File: src/rtl/score_system_test_pkg.sv
// Shared constants, encodings and saturating helpers for the rhythm-game scorer.
package score_system_test_pkg;

    localparam int SCORE_W = 14;
    localparam int TIMER_W = 20;
    localparam int BTN_W   = 4;

    // Default timing windows, measured in clock cycles at 50 MHz.
    localparam int unsigned DEF_PERFECT_WINDOW = 125000;
    localparam int unsigned DEF_GOOD_WINDOW    = 250000;
    localparam int unsigned DEF_TOTAL_WINDOW   = 500000;

    // Default point values and score ceiling.
    localparam int unsigned DEF_PERFECT_POINTS = 10;
    localparam int unsigned DEF_GOOD_POINTS    = 5;
    localparam int unsigned DEF_PENALTY_POINTS = 5;
    localparam int unsigned DEF_SCORE_MAX      = 9999;

    // One-hot button encodings shared by both players.
    localparam logic [BTN_W-1:0] BTN_NONE  = 4'b0000;
    localparam logic [BTN_W-1:0] BTN_UP    = 4'b0001;
    localparam logic [BTN_W-1:0] BTN_DOWN  = 4'b0010;
    localparam logic [BTN_W-1:0] BTN_LEFT  = 4'b0100;
    localparam logic [BTN_W-1:0] BTN_RIGHT = 4'b1000;

    // Per-press result reported on last_hit.
    typedef enum logic [1:0] {
        HIT_MISS    = 2'b00,
        HIT_GOOD    = 2'b01,
        HIT_PERFECT = 2'b10,
        HIT_WRONG   = 2'b11
    } hit_t;

    // Game outcome reported on winner.
    typedef enum logic [1:0] {
        WIN_NONE = 2'b00,
        WIN_A    = 2'b01,
        WIN_B    = 2'b10,
        WIN_TIE  = 2'b11
    } winner_t;

    // Add points, clamping at the score ceiling.
    function automatic logic [SCORE_W-1:0] sat_add(
        input logic [SCORE_W-1:0] value,
        input logic [SCORE_W-1:0] points,
        input logic [SCORE_W-1:0] limit
    );
        logic [SCORE_W:0] sum;
        sum = {1'b0, value} + {1'b0, points};
        if (sum > {1'b0, limit}) begin
            return limit;
        end
        return sum[SCORE_W-1:0];
    endfunction

    // Subtract points, clamping at zero.
    function automatic logic [SCORE_W-1:0] sat_sub(
        input logic [SCORE_W-1:0] value,
        input logic [SCORE_W-1:0] points
    );
        if (value < points) begin
            return '0;
        end
        return value - points;
    endfunction

    // Compare two final scores and name the winner.
    function automatic winner_t decide_winner(
        input logic [SCORE_W-1:0] score_a,
        input logic [SCORE_W-1:0] score_b
    );
        if (score_a > score_b) begin
            return WIN_A;
        end
        if (score_b > score_a) begin
            return WIN_B;
        end
        return WIN_TIE;
    endfunction

endpackage

File: src/rtl/score_system_test_score_tracker.sv
// Per-player scorer: detects a fresh press, grades it against the timing
// windows and keeps the running score plus a one-cycle last_hit pulse.
module score_tracker
    import score_system_test_pkg::*;
#(
    parameter int unsigned PERFECT_WINDOW = DEF_PERFECT_WINDOW,
    parameter int unsigned GOOD_WINDOW    = DEF_GOOD_WINDOW,
    parameter int unsigned TOTAL_WINDOW   = DEF_TOTAL_WINDOW,
    parameter int unsigned PERFECT_POINTS = DEF_PERFECT_POINTS,
    parameter int unsigned GOOD_POINTS    = DEF_GOOD_POINTS,
    parameter int unsigned PENALTY_POINTS = DEF_PENALTY_POINTS,
    parameter int unsigned SCORE_MAX      = DEF_SCORE_MAX
) (
    input  logic                 clock,
    input  logic                 reset,
    input  logic                 enable,
    input  logic [BTN_W-1:0]     btn,
    input  logic [BTN_W-1:0]     pattern,
    input  logic [TIMER_W-1:0]   timer,
    output logic [SCORE_W-1:0]   score,
    output logic [1:0]           last_hit
);

    localparam logic [TIMER_W-1:0] PERFECT_LIM = TIMER_W'(PERFECT_WINDOW);
    localparam logic [TIMER_W-1:0] GOOD_LIM    = TIMER_W'(GOOD_WINDOW);
    localparam logic [TIMER_W-1:0] TOTAL_LIM   = TIMER_W'(TOTAL_WINDOW);
    localparam logic [SCORE_W-1:0] PERFECT_PTS = SCORE_W'(PERFECT_POINTS);
    localparam logic [SCORE_W-1:0] GOOD_PTS    = SCORE_W'(GOOD_POINTS);
    localparam logic [SCORE_W-1:0] PENALTY_PTS = SCORE_W'(PENALTY_POINTS);
    localparam logic [SCORE_W-1:0] MAX_SCORE   = SCORE_W'(SCORE_MAX);

    logic [BTN_W-1:0]   prev_btn;
    logic               press;
    hit_t               hit_kind;
    hit_t               hit_reg;
    logic [SCORE_W-1:0] score_next;

    // Remember last cycle's buttons unconditionally so a held button never re-fires.
    always_ff @(posedge clock or posedge reset) begin
        if (reset) begin
            prev_btn <= BTN_NONE;
        end else begin
            prev_btn <= btn;
        end
    end

    assign press = (btn != BTN_NONE) && (prev_btn == BTN_NONE);

    // Grade a fresh press by correctness and elapsed time, and compute the new score.
    always_comb begin
        hit_kind   = HIT_MISS;
        score_next = score;
        if (enable && press) begin
            if (btn == pattern) begin
                if (timer <= PERFECT_LIM) begin
                    hit_kind   = HIT_PERFECT;
                    score_next = sat_add(score, PERFECT_PTS, MAX_SCORE);
                end else if (timer <= GOOD_LIM) begin
                    hit_kind   = HIT_GOOD;
                    score_next = sat_add(score, GOOD_PTS, MAX_SCORE);
                end
            end else if (timer <= TOTAL_LIM) begin
                hit_kind   = HIT_WRONG;
                score_next = sat_sub(score, PENALTY_PTS);
            end
        end
    end

    // Commit the score and the single-cycle hit report at the sampling edge.
    always_ff @(posedge clock or posedge reset) begin
        if (reset) begin
            score   <= '0;
            hit_reg <= HIT_MISS;
        end else begin
            score   <= score_next;
            hit_reg <= hit_kind;
        end
    end

    assign last_hit = hit_reg;

endmodule

File: config.mk
export PLATFORM = sky130hd
export DESIGN_NAME = score_tracker
export DESIGN_NICKNAME = d
export VERILOG_FILES = /design/src/rtl/score_system_test_pkg.sv /design/src/rtl/score_system_test_score_tracker.sv
export SDC_FILE = /design/constraint.sdc
export NUM_CORES = 1
export LEC_CHECK = 0
export CAP_MARGIN = 20
export CORE_MARGIN = 2
export CORE_UTILIZATION = 45
export DETAILED_ROUTE_END_ITERATION = 8
export GPL_ROUTABILITY_DRIVEN = 0
export PLACE_DENSITY = 0.7
export SETUP_SLACK_MARGIN = 0.05
export SLEW_MARGIN = 20
export SYNTH_ARGS = -nofsm -noshare
export SYNTH_HDL_FRONTEND = slang
export SYNTH_SLANG_ARGS = --single-unit
File: constraint.sdc
create_clock -name clock -period 5.3 [get_ports clock]
set_clock_uncertainty 0.2 [all_clocks]
set_input_delay 0.53 -clock clock [delete_from_list [all_inputs] [get_ports clock]]
set_output_delay 0.53 -clock clock [all_outputs]
set_load 0.02 [all_outputs]
==> qor.yml <==
ys.warnings.count: 0
dieArea_mm2: 0.00649
syn_to_final_growth_pct: 19.4
antenna_cells: 0
htreeDepth: 1
cts_made_buffers: 3
rsz0062_at_grt: "no"
hp-class: "input pin to async pin"
drt_pass1_iterations: 6
critical_path_class: "register to register"
synthMuxAreaShare_pct: 1.90
multi_input_area_mm2: 0.00196
antenna_found_initial: 0
nFillCells: 525
cp_slowest_cell: "dfrtp_1"
sw_frac_of_total_pct: 42.9
wl_per_cell_um: 19.5
setup_tns_ps: 0
timing.fmax_mhz: 238
async_flop_share_pct: 100
synth_area_leaders: "dfrtp_1 19%, nor2_1 5.7%, o21ai_0 3.8%, a21oi_1 3.6%, nand3_1 3.4%"
drv_cap: 0
synth_xor_area_share_pct: 3.65
path_clk_slew_ps: 100
seq_power_share_pct: 31.7
power_frac_comb_pct: 44.1
drc: 0
grt_pass1_vias: 2710
ir_worst_vdd_mv: 0.148
stdcell_area_mm2: 0.00315
overflow: 0
pwr-share-clk_pct: 24.1
final_cell_mix: "46 x clkdlybuf4s50_1, 40 x nor2_1, 23 x nand2_1"
min_period_over_period_pct: 79.2
synth_compound_area_share_pct: 39.1
finalHoldViolations: 0
netlist_area_mm2: 0.00264
slew_headroom_pct: 30.1
post-cts-setup-buffers: 0
worstPathArrival_ps: 4200
yosys.area.top_type_share_pct: 19.0
internal_power_w: 0.000389
die_w_um: 80.6
post-route-util_pct: 56.5
finalSetupViolations: 0
p_leak_nw: 1.10
slew_viol_final: 0
critical-path-max-stage-delay_ps: 710
synth-simple-area-share_pct: 26.3
path_cells: "ha_1, o2111ai_2, nor3_2, mux2i_1, o311ai_1, a211oi_2, buf_4, o21ai_1, o41ai_1, a211o_1"
grt_max_degree: 26
synthFlopType: "dfrtp_1"
grt_first_pass_wirelength_mm: 14.1
vias_per_cell: 7.14
cp_max_fo: 18
p_sw_w: 0.000293
cts-root-buf: "clkbuf_8"
fin_nets: 418
worstPathRequired_ps: 5310
drive_gt1_share_pct: 6.07
dp_hpwl_mm: 6.66
dpl_cell_area_mm2: 0.00308
synthAdderAreaFrac_pct: 3.32
portBuffers: 46
clockBufferDepth: 2
final_common_cell: "clkdlybuf4s50_1"
ys_types: 71
core_area_mm2: 0.00557
rows: 27
yosys.area.top_type: "dfrtp_1"
synth-seq-cells: 20
cts_tree: "yes"
post-route-min-period_ps: 4200
io_pins: 47
tightest_slew_ps: 1040
start_util_pct: 47.3
cts_resized: 0
regArea_um2: 500
avgSynthCellArea_um2: 7.49
status: "finished, final reports clean"
synth-edff-count: 0
postSynthCellCount: 352
critPathLaunchType: "register"
ys_seq_area_share_pct: 19.0
wirelength_mm: 8.82
ant_nets: 0
cts.sinks: 20
clock_latency_ps: 280
syn_nets: 390
hold_buffers: 0
synth_top_family_by_area: "compound AO/OA/AOI/OAI gates"
end_kind: "register"
p_per_area_mw_per_mm2: 217
drt-initial-drc-count: 519
track_usage_pct: 27.9
vias: 3219
die_h_um: 80.6
==> power groups by stage <==
stage          sequential, W  combinational, W  clock, W
2_1_floorplan       0.000200          0.000206         0
3_3_place_gp        0.000218          0.000294         0
3_5_place_dp        0.000218          0.000292         0
4_1_cts             0.000214          0.000293  0.000166
5_1_grt             0.000220          0.000322  0.000172
6_report            0.000216          0.000301  0.000165
==> worst max-delay path: cells and delay by family, from the launching register on <==
family | cells | cell delay, ps
compound gates | 6 | 1860
flops | 1 | 710
fa+ha+maj | 1 | 530
simple gates | 1 | 310
buf+inv | 1 | 280
mux | 1 | 220
==> state kept, by name, summed over array words and instances, names as in the netlist <==
register  count
last_hit      2
prev_btn      4
score        14
==> area by class of cell <==
cell class                 instances  area share, %
clock buffer                       3           1.31
clock inverter                     1          0.954
inverter                          12           1.43
multi-input combinational        294           62.2
sequential                        20           15.9
tap                               72           2.86
timing repair buffer              49           15.3
==> cells in the mapped netlist, types with 7 or more instances <==
master,instances
ha_1,7
o221ai_1,8
inv_1,12
nor3_1,8
a31oi_1,8
clkbuf_1,8
nand2_1,23
buf_2,14
o21ai_0,20
xnor2_1,7
nand3_1,18
o2111ai_1,7
nor4_1,7
o211ai_1,8
nor2_1,40
dfrtp_1,20
a21oi_1,19
==> through the flow <==
stage	setup WS (ps)	hold slack, ps	total power (W)	std cells
6_report	1100	497	0.000682	451
5_1_grt	974	584	0.000714	451
4_1_cts	1260	537	0.000673	451
3_5_place_dp	1270	561	0.000509	447
3_3_place_gp	1250	561	0.000512	447
2_1_floorplan	2190	294	0.000406	352
==> per-layer routing <==
layer  vias to the layer above  part of all wire (%)  global-route usage [%]
li1                       1442                     -                       -
met1                      1480                    42                    42.4
met2                       267                    42                    40.5
met3                        30                    14                    4.94
met4                         0                   2.5                    6.61
met5                         -                     0                       0
==> cell families after synthesis <==
| family | Yosys count |
|---|---|
| simple gates | 134 |
| buf+inv | 38 |
| fa+ha+maj | 7 |
| compound gates | 137 |
| flops | 20 |
| xor+xnor | 11 |
| mux | 5 |
==> final timing paths <==
| check | startpoint | end | slack [ps] | depth (start not counted) |
|---|---|---|---|---|
| setup / recovery | score[2] | score[5] | 1100 | 10 |
| hold / removal | reset | score[3] | 500 | 2 |
| setup reg to reg | score[2] | score[5] | 1100 | 10 |
| hold reg to reg | prev_btn[2] | score[10] | 570 | 5 |
| max in group asynchronous | reset | prev_btn[0] | 3890 | 2 |
| min in group clock | prev_btn[2] | score[10] | 570 | 5 |
Power figures use the tool's default switching activity.
